[config.mk]
export PLATFORM = sky130hd
export DESIGN_NAME = tap_ctrl_flat
export DESIGN_NICKNAME = d
export VERILOG_FILES = /design/src/rtl/tap_ctrl_pkg.sv /design/src/rtl/tap_ctrl_if.sv /design/src/rtl/tap_ctrl_fsm.sv /design/src/rtl/tap_ctrl.sv /design/src/flat_wrapper.sv
export SDC_FILE = /design/constraint.sdc
export NUM_CORES = 1
export LEC_CHECK = 0
export CAP_MARGIN = 25
export CORE_ASPECT_RATIO = 1.25
export CORE_MARGIN = 5
export CORE_UTILIZATION = 30
export DETAILED_ROUTE_END_ITERATION = 10
export GPL_ROUTABILITY_DRIVEN = 0
export HOLD_SLACK_MARGIN = 0.05
export PLACE_DENSITY = 0.58
export SLEW_MARGIN = 20
export SYNTH_ARGS = -nofsm -noshare
export SYNTH_HDL_FRONTEND = slang
export SYNTH_SLANG_ARGS = --single-unit
[constraint.sdc]
create_clock -name ICLK -period 3 [get_ports ICLK]
set_input_delay 0.6 -clock ICLK [delete_from_list [all_inputs] [get_ports ICLK]]
set_output_delay 0.6 -clock ICLK [all_outputs]
set_load 0.01 [all_outputs]
[src/rtl/tap_ctrl_pkg.sv]
// Shared types and default constants for the JTAG TAP controller.
package tap_ctrl_pkg;

  // The 16 IEEE 1149.1 TAP controller states, 4-bit encoded.
  typedef enum logic [3:0] {
    TLR    = 4'h0,
    RTI    = 4'h1,
    SEL_DR = 4'h2,
    CAP_DR = 4'h3,
    SH_DR  = 4'h4,
    EX1_DR = 4'h5,
    PAU_DR = 4'h6,
    EX2_DR = 4'h7,
    UPD_DR = 4'h8,
    SEL_IR = 4'h9,
    CAP_IR = 4'hA,
    SH_IR  = 4'hB,
    EX1_IR = 4'hC,
    PAU_IR = 4'hD,
    EX2_IR = 4'hE,
    UPD_IR = 4'hF
  } tap_state_e;

  // Data register currently routed between TDI and TDO.
  typedef enum logic [1:0] {
    SEL_BYPASS = 2'd0,
    SEL_BSR    = 2'd1,
    SEL_ID     = 2'd2
  } dr_sel_e;

  // One-hot style state-decode strobes from the FSM.
  typedef struct packed {
    logic capture_dr;
    logic shift_dr;
    logic update_dr;
    logic capture_ir;
    logic shift_ir;
    logic update_ir;
    logic tlr;
  } tap_strobes_t;

  // Default device ID and opcodes (4-bit form; resized to IR_W at the top).
  localparam logic [31:0] IDCODE_DEF    = 32'h1000_0001;
  localparam logic [3:0]  OP_EXTEST_DEF = 4'b0000;
  localparam logic [3:0]  OP_SAMPLE_DEF = 4'b0001;
  localparam logic [3:0]  OP_IDCODE_DEF = 4'b0010;

endpackage

[src/rtl/tap_ctrl_if.sv]
// Control/data bundle between the TAP controller and the boundary-scan chain.
interface tap_ctrl_if;
  logic bsr_s_in;
  logic bsr_s_out;
  logic bsr_mode;
  logic bsr_shift_dr;
  logic bsr_clk_dr;
  logic bsr_update_dr;

  // TAP controller side.
  modport master (
    output bsr_s_in, bsr_mode, bsr_shift_dr, bsr_clk_dr, bsr_update_dr,
    input  bsr_s_out
  );

  // Boundary-scan chain side.
  modport slave (
    input  bsr_s_in, bsr_mode, bsr_shift_dr, bsr_clk_dr, bsr_update_dr,
    output bsr_s_out
  );
endinterface

[src/rtl/tap_ctrl_fsm.sv]
// 16-state IEEE 1149.1 TAP state machine; emits state-decode strobes only.
module tap_ctrl_fsm
  import tap_ctrl_pkg::*;
(
  input  logic         ICLK,
  input  logic         RSTn,
  input  logic         TMS,
  output tap_strobes_t strb
);

  tap_state_e state;
  tap_state_e state_next;

  // State register: TRST forces Test-Logic-Reset asynchronously.
  always_ff @(posedge ICLK or negedge RSTn) begin
    // NOTE: sequential state uses <= so every flop samples pre-edge values.
    if (!RSTn) state <= TLR;
    else       state <= state_next;
  end

  // Next-state decode from TMS following the 1149.1 state diagram.
  always_comb begin
    // NOTE: default first so every path assigns state_next and no latch is inferred.
    state_next = state;
    unique case (state)
      TLR:    state_next = TMS ? TLR    : RTI;
      RTI:    state_next = TMS ? SEL_DR : RTI;
      SEL_DR: state_next = TMS ? SEL_IR : CAP_DR;
      CAP_DR: state_next = TMS ? EX1_DR : SH_DR;
      SH_DR:  state_next = TMS ? EX1_DR : SH_DR;
      EX1_DR: state_next = TMS ? UPD_DR : PAU_DR;
      PAU_DR: state_next = TMS ? EX2_DR : PAU_DR;
      EX2_DR: state_next = TMS ? UPD_DR : SH_DR;
      UPD_DR: state_next = TMS ? SEL_DR : RTI;
      SEL_IR: state_next = TMS ? TLR    : CAP_IR;
      CAP_IR: state_next = TMS ? EX1_IR : SH_IR;
      SH_IR:  state_next = TMS ? EX1_IR : SH_IR;
      EX1_IR: state_next = TMS ? UPD_IR : PAU_IR;
      PAU_IR: state_next = TMS ? EX2_IR : PAU_IR;
      EX2_IR: state_next = TMS ? UPD_IR : SH_IR;
      UPD_IR: state_next = TMS ? SEL_DR : RTI;
      default: state_next = TLR;
    endcase
  end

  // Output decode: one strobe per state the datapath acts on.
  always_comb begin
    strb            = '0;
    strb.capture_dr = (state == CAP_DR);
    strb.shift_dr   = (state == SH_DR);
    strb.update_dr  = (state == UPD_DR);
    strb.capture_ir = (state == CAP_IR);
    strb.shift_ir   = (state == SH_IR);
    strb.update_ir  = (state == UPD_IR);
    strb.tlr        = (state == TLR);
  end

endmodule

[src/rtl/tap_ctrl.sv]
// JTAG TAP controller: instruction register, BYPASS/IDCODE registers, DR
// select, registered TDO mux and boundary-scan chain control decode.
module tap_ctrl
  import tap_ctrl_pkg::*;
#(
  parameter int              IR_W      = 4,
  parameter logic [31:0]     IDCODE    = IDCODE_DEF,
  parameter logic [IR_W-1:0] OP_EXTEST = IR_W'(OP_EXTEST_DEF),
  parameter logic [IR_W-1:0] OP_SAMPLE = IR_W'(OP_SAMPLE_DEF),
  parameter logic [IR_W-1:0] OP_IDCODE = IR_W'(OP_IDCODE_DEF)
) (
  input  logic              ICLK,
  input  logic              RSTn,
  input  logic              TMS,
  input  logic              TDI,
  output logic              TDO,
  output logic              TDO_oe,
  tap_ctrl_if.master        bsr,
  output logic [IR_W-1:0]   ir_out
);

  tap_strobes_t    strb;
  logic [IR_W-1:0] ir_sr;
  logic [31:0]     id_reg;
  logic            bypass;
  logic            tdo_next;
  dr_sel_e         dr_sel;

  tap_ctrl_fsm u_fsm (
    .ICLK (ICLK),
    .RSTn (RSTn),
    .TMS  (TMS),
    .strb (strb)
  );

  // Instruction decode to the data register placed between TDI and TDO.
  always_comb begin
    dr_sel = SEL_BYPASS;
    if (ir_out == OP_EXTEST || ir_out == OP_SAMPLE) dr_sel = SEL_BSR;
    else if (ir_out == OP_IDCODE)                   dr_sel = SEL_ID;
  end

  // Instruction shift register and active instruction; TLR restores IDCODE.
  always_ff @(posedge ICLK or negedge RSTn) begin
    if (!RSTn) begin
      ir_sr  <= '0;
      ir_out <= OP_IDCODE;
    end else if (strb.tlr) begin
      ir_sr  <= '0;
      ir_out <= OP_IDCODE;
    end else begin
      if (strb.capture_ir)    ir_sr <= IR_W'(2'b01);
      else if (strb.shift_ir) ir_sr <= {TDI, ir_sr[IR_W-1:1]};
      if (strb.update_ir)     ir_out <= ir_sr;
    end
  end

  // BYPASS and IDCODE data registers: parallel capture, then shift right.
  always_ff @(posedge ICLK or negedge RSTn) begin
    if (!RSTn) begin
      bypass <= 1'b0;
      id_reg <= IDCODE;
    end else if (strb.tlr) begin
      bypass <= 1'b0;
    end else if (strb.capture_dr) begin
      bypass <= 1'b0;
      id_reg <= IDCODE;
    end else if (strb.shift_dr) begin
      if (dr_sel == SEL_BYPASS) bypass <= TDI;
      if (dr_sel == SEL_ID)     id_reg <= {TDI, id_reg[31:1]};
    end
  end

  // TDO source: LSB of the register being shifted, zero otherwise.
  always_comb begin
    tdo_next = 1'b0;
    if (strb.shift_dr) begin
      case (dr_sel)
        SEL_BSR: tdo_next = bsr.bsr_s_out;
        SEL_ID:  tdo_next = id_reg[0];
        default: tdo_next = bypass;
      endcase
    end else if (strb.shift_ir) begin
      tdo_next = ir_sr[0];
    end
  end

  // Registered TDO so shifted data appears one ICLK after the shift edge.
  always_ff @(posedge ICLK or negedge RSTn) begin
    if (!RSTn) TDO <= 1'b0;
    else       TDO <= tdo_next;
  end

  assign TDO_oe            = strb.shift_dr | strb.shift_ir;
  assign bsr.bsr_s_in      = TDI;
  assign bsr.bsr_mode      = (ir_out == OP_EXTEST);
  assign bsr.bsr_shift_dr  = strb.shift_dr;
  assign bsr.bsr_clk_dr    = (strb.capture_dr | strb.shift_dr) & (dr_sel == SEL_BSR);
  assign bsr.bsr_update_dr = strb.update_dr & (dr_sel == SEL_BSR);

endmodule

[src/flat_wrapper.sv]
// flat-port wrapper written by rule: the top's interface ports become plain ports
module tap_ctrl_flat import tap_ctrl_pkg::*;
#(
  parameter int              IR_W      = 4,
  parameter logic [31:0]     IDCODE    = IDCODE_DEF,
  parameter logic [IR_W-1:0] OP_EXTEST = IR_W'(OP_EXTEST_DEF),
  parameter logic [IR_W-1:0] OP_SAMPLE = IR_W'(OP_SAMPLE_DEF),
  parameter logic [IR_W-1:0] OP_IDCODE = IR_W'(OP_IDCODE_DEF)
)
  (ICLK, RSTn, TMS, TDI, TDO, TDO_oe, ir_out, bsr_bsr_s_in, bsr_bsr_mode, bsr_bsr_shift_dr, bsr_bsr_clk_dr, bsr_bsr_update_dr, bsr_bsr_s_out);
  tap_ctrl_if bsr_i ();
  input  logic ICLK;
  input  logic RSTn;
  input  logic TMS;
  input  logic TDI;
  output logic TDO;
  output logic TDO_oe;
  output logic [IR_W-1:0] ir_out;
  output wire logic [$bits(bsr_i.bsr_s_in)-1:0] bsr_bsr_s_in;
  output wire logic [$bits(bsr_i.bsr_mode)-1:0] bsr_bsr_mode;
  output wire logic [$bits(bsr_i.bsr_shift_dr)-1:0] bsr_bsr_shift_dr;
  output wire logic [$bits(bsr_i.bsr_clk_dr)-1:0] bsr_bsr_clk_dr;
  output wire logic [$bits(bsr_i.bsr_update_dr)-1:0] bsr_bsr_update_dr;
  input wire logic [$bits(bsr_i.bsr_s_out)-1:0] bsr_bsr_s_out;
  assign bsr_bsr_s_in = bsr_i.bsr_s_in;
  assign bsr_bsr_mode = bsr_i.bsr_mode;
  assign bsr_bsr_shift_dr = bsr_i.bsr_shift_dr;
  assign bsr_bsr_clk_dr = bsr_i.bsr_clk_dr;
  assign bsr_bsr_update_dr = bsr_i.bsr_update_dr;
  assign bsr_i.bsr_s_out = bsr_bsr_s_out;
  tap_ctrl #(.IR_W(IR_W), .IDCODE(IDCODE), .OP_EXTEST(OP_EXTEST), .OP_SAMPLE(OP_SAMPLE), .OP_IDCODE(OP_IDCODE)) u_core (.ICLK(ICLK), .RSTn(RSTn), .TMS(TMS), .TDI(TDI), .TDO(TDO), .TDO_oe(TDO_oe), .bsr(bsr_i), .ir_out(ir_out));
endmodule
# After elaboration in Yosys (flattened, before gate mapping)
# Cells that the tools add are included.
# Widths: inputs -> output; s select.
# totals
register_bits,46
latch_bits,0
ram_bits,0
rom_bits,0
wordCells,75
mem_count,0
# classes
add_sub_neg,0
multipliers,0
n_div,0
n_lt_le_gt_ge,0
n_eq_ne,19
shift,0
muxes,30
bitwise,5
n_reduce_logical,15
# ops
operator,n
$mux 32,3
$pmux 4 s12,1
$mux 4,9
$eq 4x4->1 const B,8
$eq 4x3->1 const B,4
$eq 4x2->1 const B,3
$mux 2,5
$mux 1,9
$reduce_bool 3->1,3
$eq 4x1->1 const B,2
$logic_not 4->1,2
$mux 3,2
$reduce_bool 2->1,3
$reduce_or 2->1,2
$reduce_and 3->1,1
$reduce_or 3->1,1
$and 1x1->1,2
$eq 2x1->1 const B,1
$eq 2x2->1 const B,1
$logic_not 2->1,1
$or 1x1->1,2
$pmux 1 s2,1
$reduce_and 2->1,1
$logic_or 1x1->1,1
$not 1->1,1

# Depth between registers and ports, before layout
# depth
word_depth,8
ltp_mapped,6
depth_no_buf,3

# Hierarchy
# A second synthesis with hierarchy kept.
# hier_totals
hier_cells,243
hier_area_um2,2517.4
# modules_own_cells
mod,instances,cells_each,area_each_um2
tap_ctrl,1,197,2177.1
tap_ctrl_fsm,1,46,340.3

# Worst setup path before layout
# OpenSTA, ideal clock, no wires.
# synth_path
path_kind,register -> output
start,reg u_core.u_fsm.state[3]
end,out bsr_bsr_clk_dr
arrival_ns,1.370
t_required_ns,2.400
path_slack_ns,1.030
stages_incl_launch_ff,5
path_buffers,1
cell_sequence,dfrtp_1 -> clkbuf_1 -> nor4bb_1 -> nor2_1 -> nor2_1
# synth_between
elab_chain_len,3
# synth_rtl
element,line_no,text
"start, declared",tap_ctrl_fsm.sv:11,tap_state_e state;
"start signal, assigned",tap_ctrl_fsm.sv:18,else state <= state_next;
$eq 4x2->1 or $eq 4x3->1 (tied branches),"tap_ctrl_fsm.sv:49, tap_ctrl_fsm.sv:50",
$or 1x1->1 *,tap_ctrl.sv:98,assign bsr.bsr_clk_dr = (strb.capture_dr | strb.shift_dr) & (dr_sel == SEL_BSR);
$and 1x1->1 *,tap_ctrl.sv:98,
"end, declared",flat_wrapper.sv:22,output wire logic [$bits(bsr_i.bsr_clk_dr)-1:0] bsr_bsr_clk_dr;
# Mark *: on every way between the ends. The rest lies on a longest branch, timed or not.

# Final worst setup path
# layout_path
start,reg u_core.u_fsm.state[2]
end,out bsr_bsr_update_dr
# layout_between
elab_chain_len,2
# layout_rtl
element,line_no,text
$eq 4x4->1,tap_ctrl_fsm.sv:51,strb.update_dr = (state == UPD_DR);
$and 1x1->1,tap_ctrl.sv:99,assign bsr.bsr_update_dr = strb.update_dr & (dr_sel == SEL_BSR);
"end, declared",flat_wrapper.sv:23,output wire logic [$bits(bsr_i.bsr_update_dr)-1:0] bsr_bsr_update_dr;
# Every way passes these cells.

==> results summary <==
The run finished with clean final reports. The kind of end point of the critical path is an output pin. After routing, the total negative slack on setup checks comes to 0 ns. The library cell with the highest instance count after synthesis is sky130_fd_sc_hd__dfrtp_1. The final antenna-violating net count came out at 0. The count of mapped cells out of synthesis came out at 212. The synthesized netlist occupies a cell area of 2260 um^2. The initial antenna violation count came out at 0. The number of optimization iterations in the first detailed-route pass is 4. The average cell area after synthesis is 10.7 um^2. Headroom to the max-slew limit came out at 61.3%. Dividing the detail-routed via count by the number of cells gives 4.97. The worst-case clock buffer depth came out at 2. The largest delay contributor family on the critical path is simple AND/OR/NAND/NOR gates.

The buffer and inverter count on the worst path is 1. The number of nets at the end of the flow is 229. The total number of yosys warnings came out at 0. The relative area change from synthesis to final layout came out at 12.1%. The smallest clock period supported by the final layout is computed as 2.76 ns. The static leakage power came out at 0.00105 uW. The number of max-slew violations in the final report is 0. The number of global-route vias before repair came to 1634.

The clock latency on the worst-skew pair is 0.30 ns. The routed wirelength normalized by instance count came out at 13.6 um. The tool flagged a number of max-cap violations equal to 0. The final clock period utilization by the worst path came out at 92.0%. The number of nets in the synthesized netlist came out at 217.

The total wirelength of the detailed-routed design came out at 4.32 mm. The number of ports placed on the die boundary is 16. The fmax is 362 MHz. The die is 107 um tall.

The busiest metal layer after global routing is met2. The largest single stage delay on the critical path is 0.59 ns. The met2 usage in global routing came out at 15.6%. The cell accounting for the most synthesized area is sky130_fd_sc_hd__dfrtp_1. The register-to-register path setup slack is 0.73 ns. The highest fanout seen on the critical path came out at 20.

The register with the most flip-flops in the layout has 32 of them. Clock tree synthesis found a total of 46 sinks. The number of design-rule violations left by the first detailed-router iteration came out at 83. Once the clock tree was built, the setup fixing pass inserted 0 buffers. Among all flip-flop cells after synthesis, the most frequent one is sky130_fd_sc_hd__dfrtp_1. The critical path start-end classification is register to output pin.

The proportion of register bits with asynchronous set or reset after synthesis is 100%. The floorplan step defined a core boundary enclosing 7360 um^2. VDD sags by at most 0.450 mV. The met1 layer usage reported by global route came out at 13.5%. The post-route netlist has 9.78% of its cells at a drive strength greater than 1. The global-route usage over all layers came out at 10.1%. The fraction of the yosys area taken by sequential cells is 51.0%. The synthesized design contains 46 register bits. The root buffer selected by CTS is sky130_fd_sc_hd__clkbuf_8. The share of synthesized area in the top cell type comes to 47.5%. The initial standard-cell utilization of the core is 30.8%. The worst setup path is launched from a register.

The clock transition time at the flip-flop clock pins of the worst setup and hold paths came out at 0.09 ns. The number of gates resized after CTS is 0. The met3 capacity usage during global routing is 2.46%. TritonCTS built the clock tree. The first global-routing pass estimated 7.60 mm of wire. The power density normalized to cell area came out at 857 nW/um^2. The die width is 87.7 um.

The worst endpoint data arrival time came out at 2.16 ns. The distinct cell type count after synthesis came out at 41. The total setup violations reported at the end of the flow came out at 0.

The worst clock skew on the final layout came out at 0.00835 ns. The slowest stage cell on the critical path is sky130_fd_sc_hd__dfrtp_1. The path class of the tightest hold or removal check is primary input to async pin.

The total number of vias is 1577. Ranked by instance count, the synthesized netlist is headed by sky130_fd_sc_hd__dfrtp_1 (43), sky130_fd_sc_hd__nand2_1 (31), sky130_fd_sc_hd__mux2i_1 (30). Ranked by total cell area, the synthesized netlist is headed by sky130_fd_sc_hd__dfrtp_1 (48%), sky130_fd_sc_hd__mux2i_1 (13%), sky130_fd_sc_hd__nand2_1 (5.1%).

The required time of the critical path came out at 2.40 ns. The largest net degree at the start of global routing is 47. Buffers inserted to repair hold after CTS numbered 0.

Walking the worst path, the cells encountered are nor2b_1 -> nor4b_1 -> clkdlybuf4s50_1. The total count of hold-check failures in the final report came out at 0. In this run the number of H-tree levels came out at 2. For this run, design rule violations remaining after detail routing come to 0. 0 antenna diodes ended up in the layout. The aggregate global routing overflow is 0. The wire-length estimate of the detail-placed layout is 2.88 mm. The count of standard-cell rows is 35. The power after layout is 2180 uW. The number of flops mapped to enable cells by yosys came out at 0. The number of buffers created by CTS is 5. During placement, the flow inserted port buffers numbering 15. The slew of the pin with the lowest slew margin came out at 0.580 ns. Setup repair after global routing left no endpoint under its margin. The die area came out at 9400 um^2.
==> through the flow <==
stage	setup slack [ns]	hold WS [ns]	cell area, um^2	utilization [%]	std cells
5_1_grt	0.0391	0.335	2540	34.5	317
4_1_cts	0.226	0.513	2540	34.5	317
3_3_place_gp	0.586	0.514	2450	33.3	309
6_report	0.240	0.300	2540	34.5	317
3_5_place_dp	0.579	0.520	2450	33.3	309
2_1_floorplan	1.03	0.304	2260	-	212
==> layer usage <==
metal | vias up | part of all wire (%)
met5 | - | 0
met4 | 0 | 1.7
met3 | 8 | 3.7
met2 | 29 | 46
met1 | 765 | 49
li1 | 775 | -
==> area by class of cell <==
| cell class | instances | area (um^2) |
|---|---|---|
| tap | 92 | 115 |
| clock buffer | 6 | 72.6 |
| clock inverter | 2 | 13.8 |
| timing repair buffer | 23 | 208 |
| fill | 760 | 4820 |
| multi-input combinational | 144 | 960 |
| inverter | 4 | 15.0 |
| sequential | 46 | 1150 |
==> layout by cell type (no fill, tap or decap), types with 2 or more instances in the layout <==
cell type,n
sky130_fd_sc_hd__inv_1,4
sky130_fd_sc_hd__nand2b_1,3
sky130_fd_sc_hd__dfrtp_1,43
sky130_fd_sc_hd__mux2i_1,30
sky130_fd_sc_hd__a211oi_1,2
sky130_fd_sc_hd__nor2_1,16
sky130_fd_sc_hd__o221ai_1,3
sky130_fd_sc_hd__nand2_1,31
sky130_fd_sc_hd__nand3_1,3
sky130_fd_sc_hd__nand3b_1,2
sky130_fd_sc_hd__dfstp_2,3
sky130_fd_sc_hd__a22o_1,3
sky130_fd_sc_hd__clkdlybuf4s50_1,14
sky130_fd_sc_hd__a32o_1,3
sky130_fd_sc_hd__nand4_1,4
sky130_fd_sc_hd__xor2_1,2
sky130_fd_sc_hd__a21oi_1,8
sky130_fd_sc_hd__or3_1,2
sky130_fd_sc_hd__nor2b_1,5
sky130_fd_sc_hd__and3_1,2
sky130_fd_sc_hd__nor3_1,2
sky130_fd_sc_hd__o21ai_0,5
sky130_fd_sc_hd__clkbuf_8,5
sky130_fd_sc_hd__buf_4,9
sky130_fd_sc_hd__o22ai_1,4
==> path summary, 6_finish.rpt <==
| path | startpoint | end | cells past startpoint |
|---|---|---|---|
| worst max-delay path | u_core.u_fsm.state[2]$_DFF_PN0_ | bsr_bsr_update_dr | 3 |
| max in group asynchronous | RSTn | u_core.ir_sr[3]$_DFFE_PN0P_ | 1 |
| min in group ICLK | u_core.id_reg[31]$_DFFE_PN0P_ | u_core.id_reg[30]$_DFFE_PN0P_ | 2 |
| worst min register to register | u_core.id_reg[31]$_DFFE_PN0P_ | u_core.id_reg[30]$_DFFE_PN0P_ | 2 |
| worst max register to register | u_core.u_fsm.state[2]$_DFF_PN0_ | u_core.id_reg[12]$_DFFE_PN0P_ | 5 |
| worst min-delay path | RSTn | u_core.id_reg[3]$_DFFE_PN0P_ | 1 |
==> power by group <==
group / switching, uW / total [uW] / leakage [uW] / internal (uW)
Combinational: 511 / 920 / 0.000390 / 409
Clock: 211 / 375 / 0.0000452 / 165
Sequential: 129 / 881 / 0.000619 / 752
Total: 850 / 2180 / 0.00105 / 1330
==> cell families (layout without fill, tap and decap cells) <==
group / count (synthesis) / in the layout / share of synthesized area, %
AO/OA/AOI/OAI: 34 / 34 / 10.6
XOR/XNOR: 2 / 2 / 0.774
buffers and inverters: 22 / 35 / 6.68
flip-flops: 46 / 46 / 51.0
multiplexers: 30 / 30 / 13.3
AND/OR/NAND/NOR: 78 / 78 / 17.7
No activity file was read; power rests on OpenSTA's default activity.
